<file path="config.mk">
export PLATFORM = sky130hd
export DESIGN_NAME = sensor_frame_ctrl
export DESIGN_NICKNAME = d
export VERILOG_FILES = /design/src/rtl/sensor_frame_ctrl.sv
export SDC_FILE = /design/constraint.sdc
export NUM_CORES = 1
export LEC_CHECK = 0
export ABC_AREA = 1
export BUFFER_PORTS_ARGS = -buffer_cell sky130_fd_sc_hd__buf_4
export CORE_ASPECT_RATIO = 1.5
export CORE_MARGIN = 3
export CORE_UTILIZATION = 38
export DETAILED_ROUTE_END_ITERATION = 7
export PLACE_DENSITY_LB_ADDON = 0.12
export SKIP_LAST_GASP = 1
export SLEW_MARGIN = 20
export SYNTH_ARGS = -nofsm -noshare
export SYNTH_HDL_FRONTEND = slang
export SYNTH_SLANG_ARGS = --single-unit
</file>
<file path="constraint.sdc">
create_clock -name fpga_clk_i -period 5.37 [get_ports fpga_clk_i]
set_input_delay 1.074 -clock fpga_clk_i [delete_from_list [all_inputs] [get_ports fpga_clk_i]]
set_output_delay 1.074 -clock fpga_clk_i [all_outputs]
set_load 0.01 [all_outputs]
</file>
<file path="src/rtl/sensor_frame_ctrl.sv">
// Line-sensor drive (SENSOR_CLK, ST) and EOC/EOS readout accounting with per-frame length checks.
// Define SENSOR_TIMEOUT_EN to build the EOS watchdog; otherwise err_timeout_o is tied low.
module sensor_frame_ctrl #(
  parameter int unsigned DIV       = 8,
  parameter int unsigned ST_PERIOD = 40000,
  parameter int unsigned ST_HIGH   = 6000,
  parameter int unsigned PIXELS    = 1024,
  parameter int unsigned CNT_W     = 11,
  parameter int unsigned FRM_W     = 16,
  parameter int unsigned TIMEOUT   = 65535
) (
  input  logic             fpga_clk_i,
  input  logic             fpga_rst_i,
  input  logic             enable_i,
  input  logic             oneshot_i,
  input  logic             start_i,
  input  logic             eoc_i,
  input  logic             eos_i,
  output logic             sensor_clk_o,
  output logic             st_o,
  output logic [CNT_W-1:0] eoc_count_o,
  output logic [CNT_W-1:0] frame_count_o,
  output logic             frame_valid_o,
  output logic [FRM_W-1:0] frame_num_o,
  output logic             err_short_o,
  output logic             err_long_o,
  output logic             err_timeout_o,
  output logic             busy_o
);
  localparam int unsigned DivW = (DIV > 1) ? $clog2(DIV) : 1;
  localparam int unsigned StW  = (ST_PERIOD > 1) ? $clog2(ST_PERIOD) : 1;
  localparam logic [DivW-1:0]  DivLast = DivW'(DIV - 1);
  localparam logic [StW-1:0]   StLast  = StW'(ST_PERIOD - 1);
  localparam logic [StW-1:0]   StOn    = StW'(ST_PERIOD - ST_HIGH);
  localparam logic [CNT_W-1:0] CntMax  = '1;

  typedef enum logic [1:0] {StIdle, StRun, StDrain} state_e;

  logic [DivW-1:0]  div_q;
  logic             sclk_q;
  logic             fall_tick;
  logic [2:0]       eoc_sync_q, eos_sync_q;
  logic             eoc_edge, eos_edge;
  state_e           state_q;
  logic [StW-1:0]   st_cnt_q, st_cnt_d;
  logic             st_q, start_pend_q, frame_valid_q, err_short_q, err_long_q;
  logic [CNT_W-1:0] eoc_count_q, frame_count_q, eoc_inc_d, eoc_final_d;
  logic [FRM_W-1:0] frame_num_q;
  logic             active, abort;

  // SENSOR_CLK falls in the cycle after fall_tick; ST is updated on that same edge.
  assign fall_tick = (div_q == DivLast) & sclk_q;

  always_ff @(posedge fpga_clk_i or posedge fpga_rst_i) begin
    if (fpga_rst_i) begin
      div_q  <= '0;
      sclk_q <= 1'b0;
    end else if (div_q == DivLast) begin
      div_q  <= '0;
      sclk_q <= ~sclk_q;
    end else begin
      div_q  <= div_q + 1'b1;
    end
  end

  always_ff @(posedge fpga_clk_i or posedge fpga_rst_i) begin
    if (fpga_rst_i) begin
      eoc_sync_q <= '0;
      eos_sync_q <= '0;
    end else begin
      eoc_sync_q <= {eoc_sync_q[1:0], eoc_i};
      eos_sync_q <= {eos_sync_q[1:0], eos_i};
    end
  end

  assign eoc_edge = eoc_sync_q[1] & ~eoc_sync_q[2];
  assign eos_edge = eos_sync_q[1] & ~eos_sync_q[2];
  assign active   = (state_q != StIdle);

  always_comb begin
    eoc_inc_d   = (eoc_count_q == CntMax) ? eoc_count_q : eoc_count_q + 1'b1;
    eoc_final_d = eoc_edge ? eoc_inc_d : eoc_count_q;
    st_cnt_d    = st_cnt_q + 1'b1;
  end

  always_ff @(posedge fpga_clk_i or posedge fpga_rst_i) begin
    if (fpga_rst_i) begin
      state_q       <= StIdle;
      st_cnt_q      <= '0;
      st_q          <= 1'b0;
      start_pend_q  <= 1'b0;
      frame_valid_q <= 1'b0;
      err_short_q   <= 1'b0;
      err_long_q    <= 1'b0;
      eoc_count_q   <= '0;
      frame_count_q <= '0;
      frame_num_q   <= '0;
    end else begin
      frame_valid_q <= 1'b0;
      if (start_i) begin
        start_pend_q <= 1'b1;
        err_short_q  <= 1'b0;
        err_long_q   <= 1'b0;
      end
      if (active && eoc_edge) eoc_count_q <= eoc_inc_d;
      // A coincident EOC edge is folded into the closing frame via eoc_final_d.
      if (active && eos_edge) begin
        frame_count_q <= eoc_final_d;
        eoc_count_q   <= '0;
        frame_valid_q <= 1'b1;
        frame_num_q   <= frame_num_q + 1'b1;
        if (32'(eoc_final_d) < PIXELS) err_short_q <= 1'b1;
        if (32'(eoc_final_d) > PIXELS) err_long_q <= 1'b1;
      end
      unique case (state_q)
        StIdle: begin
          if (fall_tick && enable_i && (!oneshot_i || start_pend_q)) begin
            state_q      <= StRun;
            st_cnt_q     <= '0;
            st_q         <= 1'b0;
            start_pend_q <= 1'b0;
          end
        end
        StRun: begin
          if (fall_tick) begin
            if (st_cnt_q == StLast) begin
              st_cnt_q <= '0;
              st_q     <= 1'b0;
              if (oneshot_i || !enable_i) state_q <= StDrain;
            end else begin
              st_cnt_q <= st_cnt_d;
              st_q     <= (st_cnt_d >= StOn);
            end
          end
        end
        StDrain: begin
          if (eos_edge) state_q <= StIdle;
        end
        default: state_q <= StIdle;
      endcase
      if (abort) begin
        state_q     <= StIdle;
        st_q        <= 1'b0;
        eoc_count_q <= '0;
      end
    end
  end

`ifdef SENSOR_TIMEOUT_EN
  localparam int unsigned ToW = $clog2(TIMEOUT + 1);
  logic [ToW-1:0] to_cnt_q;
  logic           err_to_q;

  // An EOS edge in the same cycle always rescues the frame.
  assign abort = active && !eos_edge && fall_tick && (to_cnt_q == ToW'(TIMEOUT - 1));

  always_ff @(posedge fpga_clk_i or posedge fpga_rst_i) begin
    if (fpga_rst_i) begin
      to_cnt_q <= '0;
      err_to_q <= 1'b0;
    end else begin
      if (start_i) err_to_q <= 1'b0;
      if (!active || eos_edge || abort) to_cnt_q <= '0;
      else if (fall_tick)               to_cnt_q <= to_cnt_q + 1'b1;
      if (abort) err_to_q <= 1'b1;
    end
  end

  assign err_timeout_o = err_to_q;
`else
  assign abort         = 1'b0;
  assign err_timeout_o = 1'b0;
`endif

  assign sensor_clk_o  = sclk_q;
  assign st_o          = st_q;
  assign eoc_count_o   = eoc_count_q;
  assign frame_count_o = frame_count_q;
  assign frame_valid_o = frame_valid_q;
  assign frame_num_o   = frame_num_q;
  assign err_short_o   = err_short_q;
  assign err_long_o    = err_long_q;
  assign busy_o        = active;
endmodule

</file>
Yosys cells after proc, flatten, opt, wreduce, memory -nomap -nowiden
Index checks and enable logic that the tools add are counted.
{"block": "word_totals", "regBits": 71, "latchBits": 0, "ramBits": 0, "romBits": 0, "inputBits": 7, "out_inout_bits": 45, "elab_cells": 80, "n_memories": 0}
{"block": "classes", "n_addsub": 4, "multipliers": 0, "div_mod_pow": 0, "order_cmp": 3, "eq_ne": 10, "shift": 0, "muxes": 29, "bitwise": 6, "n_reduce_logical": 14}
{"cell": "16-bit two-way mux", "count": 3}
{"cell": "11-bit two-way mux", "count": 4}
{"cell": "16-bit by 1-bit adder with 16-bit output, second input constant", "count": 2}
{"cell": "16-bit case mux with 2 select lines", "count": 1}
{"cell": "16-bit == test, second input constant", "count": 1}
{"cell": "16-bit greater-or-equal comparator, second input constant", "count": 1}
{"cell": "1-bit two-way mux", "count": 13}
{"cell": "11-bit by 1-bit adder with 11-bit output, second input constant", "count": 1}
{"cell": "11-bit == test, second input constant", "count": 1}
{"cell": "11-bit greater-than comparator, second input constant", "count": 1}
{"cell": "11-bit < comparator, second input constant", "count": 1}
{"cell": "2-bit two-way mux", "count": 5}
{"cell": "2-bit != test, second input constant", "count": 5}
{"cell": "2-bit case mux with 3 select lines", "count": 1}
{"cell": "2-bit nonzero test", "count": 3}
{"cell": "5-bit AND reduction", "count": 1}
{"cell": "1-bit logical AND", "count": 4}
{"cell": "3-bit by 1-bit adder with 3-bit output, second input constant", "count": 1}
{"cell": "1-bit AND", "count": 3}
{"cell": "3-bit == test, second input constant", "count": 1}
{"cell": "3-bit two-way mux", "count": 1}
{"cell": "1-bit inverter", "count": 3}
{"cell": "3-bit AND reduction", "count": 1}
{"cell": "2-bit by 1-bit == test with 1-bit output, second input constant", "count": 1}
{"cell": "other kinds (5)", "count": 7}

Depth between registers and ports, before layout
{"block": "depth", "depth_word": 6, "depth_mapped": 13, "mapped_depth_nobuf": 13}

Least setup slack after synthesis
No wires, ideal clock.
{"block": "synth_timing", "kind": "input to register", "start": "in oneshot_i", "end": "reg st_cnt_q[9]", "setup_time_ns": 0.132, "arrival_time_ns": 1.901, "required_ns": 5.238, "path_slack_ns": 3.338, "cell_stages": 9, "path_buffers": 1, "cell_sequence": "inv_1 -> o211a_1 -> nand2_2 -> nand2_2 -> inv_2 -> nor2_4 -> inv_2 -> buf_6 -> o22ai_2"}
{"block": "synth_between", "elab_chain_cells": 5}
{"element": "from (decl)", "line_no": "15", "source": "input logic oneshot_i,"}
{"element": "1-bit zero test", "line_no": "117", "source": "if (fall_tick && enable_i && (!oneshot_i || start_pend_q)) begin"}
{"element": "1-bit logical OR", "line_no": "117"}
{"element": "1-bit logical AND", "line_no": "117"}
{"element": "2-bit != test (no line)"}
{"element": "3-bit AND reduction (no line)"}
{"element": "to (signal assigned)", "line_no": "131", "source": "st_cnt_q <= st_cnt_d;"}
{"element": "to (decl)", "line_no": "45", "source": "logic [StW-1:0] st_cnt_q, st_cnt_d;"}
Every way passes these cells.
A chain may end at the register's enable or synchronous reset.

Worst setup path in the final report
{"block": "layout_timing", "start": "in oneshot_i", "end": "reg st_q, in the netlist st_o"}
{"block": "layout_between", "elab_chain_cells": 5}
{"element": "1-bit zero test", "line_no": "117"}
{"element": "1-bit logical OR", "line_no": "117"}
{"element": "1-bit logical AND", "line_no": "117"}
{"element": "2-bit != test (no line)"}
{"element": "3-bit AND reduction (no line)"}
{"element": "to (signal assigned)", "line_no": "132", "source": "st_q <= (st_cnt_d >= StOn);"}
{"element": "to (decl)", "line_no": "46", "source": "logic st_q, start_pend_q, frame_valid_q, err_short_q, err_long_q;"}
Every way passes these cells.

==> impl_metrics.ini <==
[clock_tree]
post_cts_resized = 0
cts-root-buf = clkbuf_16
cts_buffer_depth = 2
cts.reportedPaths.clkPinSlew_ns = 0.06
cts_hold_buf = 0
post_cts_buffers = 0
cts_max_level = 3
tritoncts = built
clk_latency_ns = 0.33
cts_buffers = 9
cts_sinks = 71

[global_route]
grt.overflow.total = 0
grt_max_degree = 65
gr-usage-met3_pct = 3.87
grt_pass1_vias = 3165
met1_usage_pct = 20.9
groute.layer.met2.usage_pct = 27.8
grt_pass1_wl_um = 14900
grt-busiest-layer = met2
grtUsageTotal_pct = 17.0
antenna_found_initial = 0

[floorplan]
start_util_pct = 39.6
core_sq_um = 9420
die_width_um = 86.9
dieArea_sq_um = 11100
ios = 52
fp.dieH_um = 127
rows = 43

[yosys]
ys_warn_count = 0
synth-async-reset-ratio_pct = 100
yosys_register_bits = 71
synth.avg_cell_area_sq_um = 8.73
yosysSeqAreaShare_pct = 47.6
synth_edf_count = 0
synth_fp_nets = 439
synth_cell_type_count = 41
synthCells = 427
synth_area_sq_um = 3730
synthFlopType = dfrtp_1

[power_and_ir_drop]
internal_power_uw = 1240
clkPwrFrac_pct = 32.1
max-vdd-ir-drop_v = 0.000246
seqPwrFrac_pct = 40.3
powerDensity_nw_per_um2 = 409
p_sw_share_pct = 33.1
p_sw_uw = 613
leakage_uw = 0.00220
p_comb_share_pct = 27.6

[placed_design]
place_area_sq_um = 4220
numPortBuffers = 50
gp_congestion = 0.920
dp_hpwl_um = 6350

[sta]
report.final.slew_viol_count = 0
finalHoldViolCount = 0
maxSlewHeadroom_pct = 44.3
tightest_slew_ns = 0.835
finalSetupViolCount = 0
timing.fmax_mhz = 442
post-route-period-util_pct = 42.2
period_minus_slack_ns = 2.26
skew_ns = 0.00529
setup_tns_ns = 0
rsz0062_at_grt = false

[finish]
fin_nets = 495
area_growth_pct = 21.1
layout_common_cells = 97 x nand2_1, 71 x dfrtp_1, 51 x buf_4
layout_commonest_cell = nand2_1
diodes = 0
drive_above_1_share_pct = 23.6
fin_area_sq_um = 4520

[setup_path]
critPathKind = in -> reg
cp.arrival_ns = 2.48
crit_path_end_kind = flip-flop
slowest_delay_ns = 0.26
rrSetupSlack_ns = 3.14
slowest_stage = inv_2
path_max_fanout = 16
crit_chain = buf_4 -> inv_1 -> o211a_1 -> nand2_2 -> nand2_2 -> inv_2 -> nor2_4 -> inv_2 -> nor2_1 -> nand2_1 -> nand2_1
cp.required_ns = 5.59
worstSetupStartpointType = input port

[hold_path]
min_path_type = reg -> reg

[drt]
drtAntennaViolNets = 0
num_vias = 3022
routed_via_density = 5.04
drt-initial-drc-count = 124
wl_per_cell_um = 14.3
drt-total-wl_um = 8600
dr.pass1.iters = 5
drcViolationCount = 0

[flow_run]
drv_cap = 0

[status]
status = complete, no violations
==> path summary, 6_finish.rpt <==
kind                                                      to  cells after the start               startpoint
worst max register to register              st_o$_DFFE_PP0P_                     13       div_q[0]$_DFF_PP0_
worst min-delay path                 eos_sync_q[1]$_DFF_PP0_                      0  eos_sync_q[0]$_DFF_PP0_
min in group asynchronous       frame_count_o[3]$_DFFE_PP0P_                      2               fpga_rst_i
worst min register to register       eos_sync_q[1]$_DFF_PP0_                      0  eos_sync_q[0]$_DFF_PP0_
max in group asynchronous            eos_sync_q[0]$_DFF_PP0_                      3               fpga_rst_i
worst max-delay path                        st_o$_DFFE_PP0P_                     11                oneshot_i
==> registers in the layout, summed over array words and instances (netlist names), 2 cells and up <==
register       count
div_q              3
eoc_count_o       11
eoc_sync_q         3
eos_sync_q         3
frame_count_o     11
frame_num_o       16
st_cnt_q          16
state_q            2
==> cells by family (layout without fill, tap and decap cells) <==
family / Yosys count / after routing / synth area share [%]
XOR/XNOR: 27 / 27 / 6.34
other: 1 / 1 / 0.101
flip-flops: 71 / 71 / 47.6
buffers and inverters: 62 / 123 / 6.74
AO/OA/AOI/OAI: 56 / 56 / 10.4
adder cells (fa/ha/maj): 5 / 5 / 1.68
AND/OR/NAND/NOR: 205 / 205 / 27.1
==> cell usage after synthesis (2+ instances only) <==
cell / count / area share, %
clkbuf_1: 2 / 0.20
nand2_2: 7 / 1.2
inv_2: 8 / 0.81
nand4_1: 12 / 2.0
o22ai_1: 8 / 1.3
nor2_2: 6 / 1.0
dfrtp_1: 71 / 48
nor3_1: 5 / 0.67
inv_1: 47 / 4.7
o21ai_2: 3 / 0.70
buf_2: 2 / 0.27
o21a_1: 2 / 0.40
nor2_1: 29 / 2.9
o21ai_1: 9 / 1.2
a21oi_1: 5 / 0.67
nand2_1: 97 / 9.8
xor2_1: 20 / 4.7
o21ai_0: 14 / 1.9
o22ai_2: 8 / 2.7
and2_1: 2 / 0.34
nand3_1: 32 / 4.3
ha_1: 5 / 1.7
o211ai_1: 2 / 0.40
xnor2_1: 7 / 1.6
nor2_4: 8 / 2.4
==> metrics by stage <==
step                cells  power (uW)  hold slack, ns  worst slack, ns  util [%]
finish                600        1850           0.346             3.11      48.0
global placement      584        1260           0.334             2.81      44.8
CTS                   600        1880           0.346             3.11      48.0
floorplan             427        1070           0.331             2.50         -
detailed placement    584        1270           0.340             2.76      44.8
global route          600        1980           0.355             2.91      48.0
==> power groups by stage <==
stage / sequential [uW] / combinational (uW) / clock, uW
global route: 765 / 573 / 638
finish: 745 / 511 / 593
CTS: 746 / 519 / 613
global placement: 756 / 506 / 0
floorplan: 757 / 311 / 0
detailed placement: 752 / 516 / 0
==> critical path: cells and delay by family <==
| family | cells | cell delay [ns] |
|---|---|---|
| AOI/OAI and AO/OA | 1 | 0.22 |
| and+or+nand+nor | 6 | 0.60 |
| buffers and inverters | 4 | 0.60 |
==> final cells by class <==
| type | instances | area [sq um] |
|---|---|---|
| repair buffers | 51 | 383 |
| clock inverters | 6 | 60.1 |
| fillers | 910 | 4900 |
| well taps | 112 | 140 |
| clock buffers | 10 | 239 |
| flip-flops and latches | 71 | 1780 |
| inverters | 56 | 215 |
| multi-input cells | 294 | 1700 |
==> routing by layer <==
layer  vias to the layer above  part of all wire [%]
li1                       1494                     -
met5                         -                     0
met1                      1445                    42
met2                        68                    52
met4                         0                   2.3
met3                        15                   3.7
(Power assumes the default switching activity.)
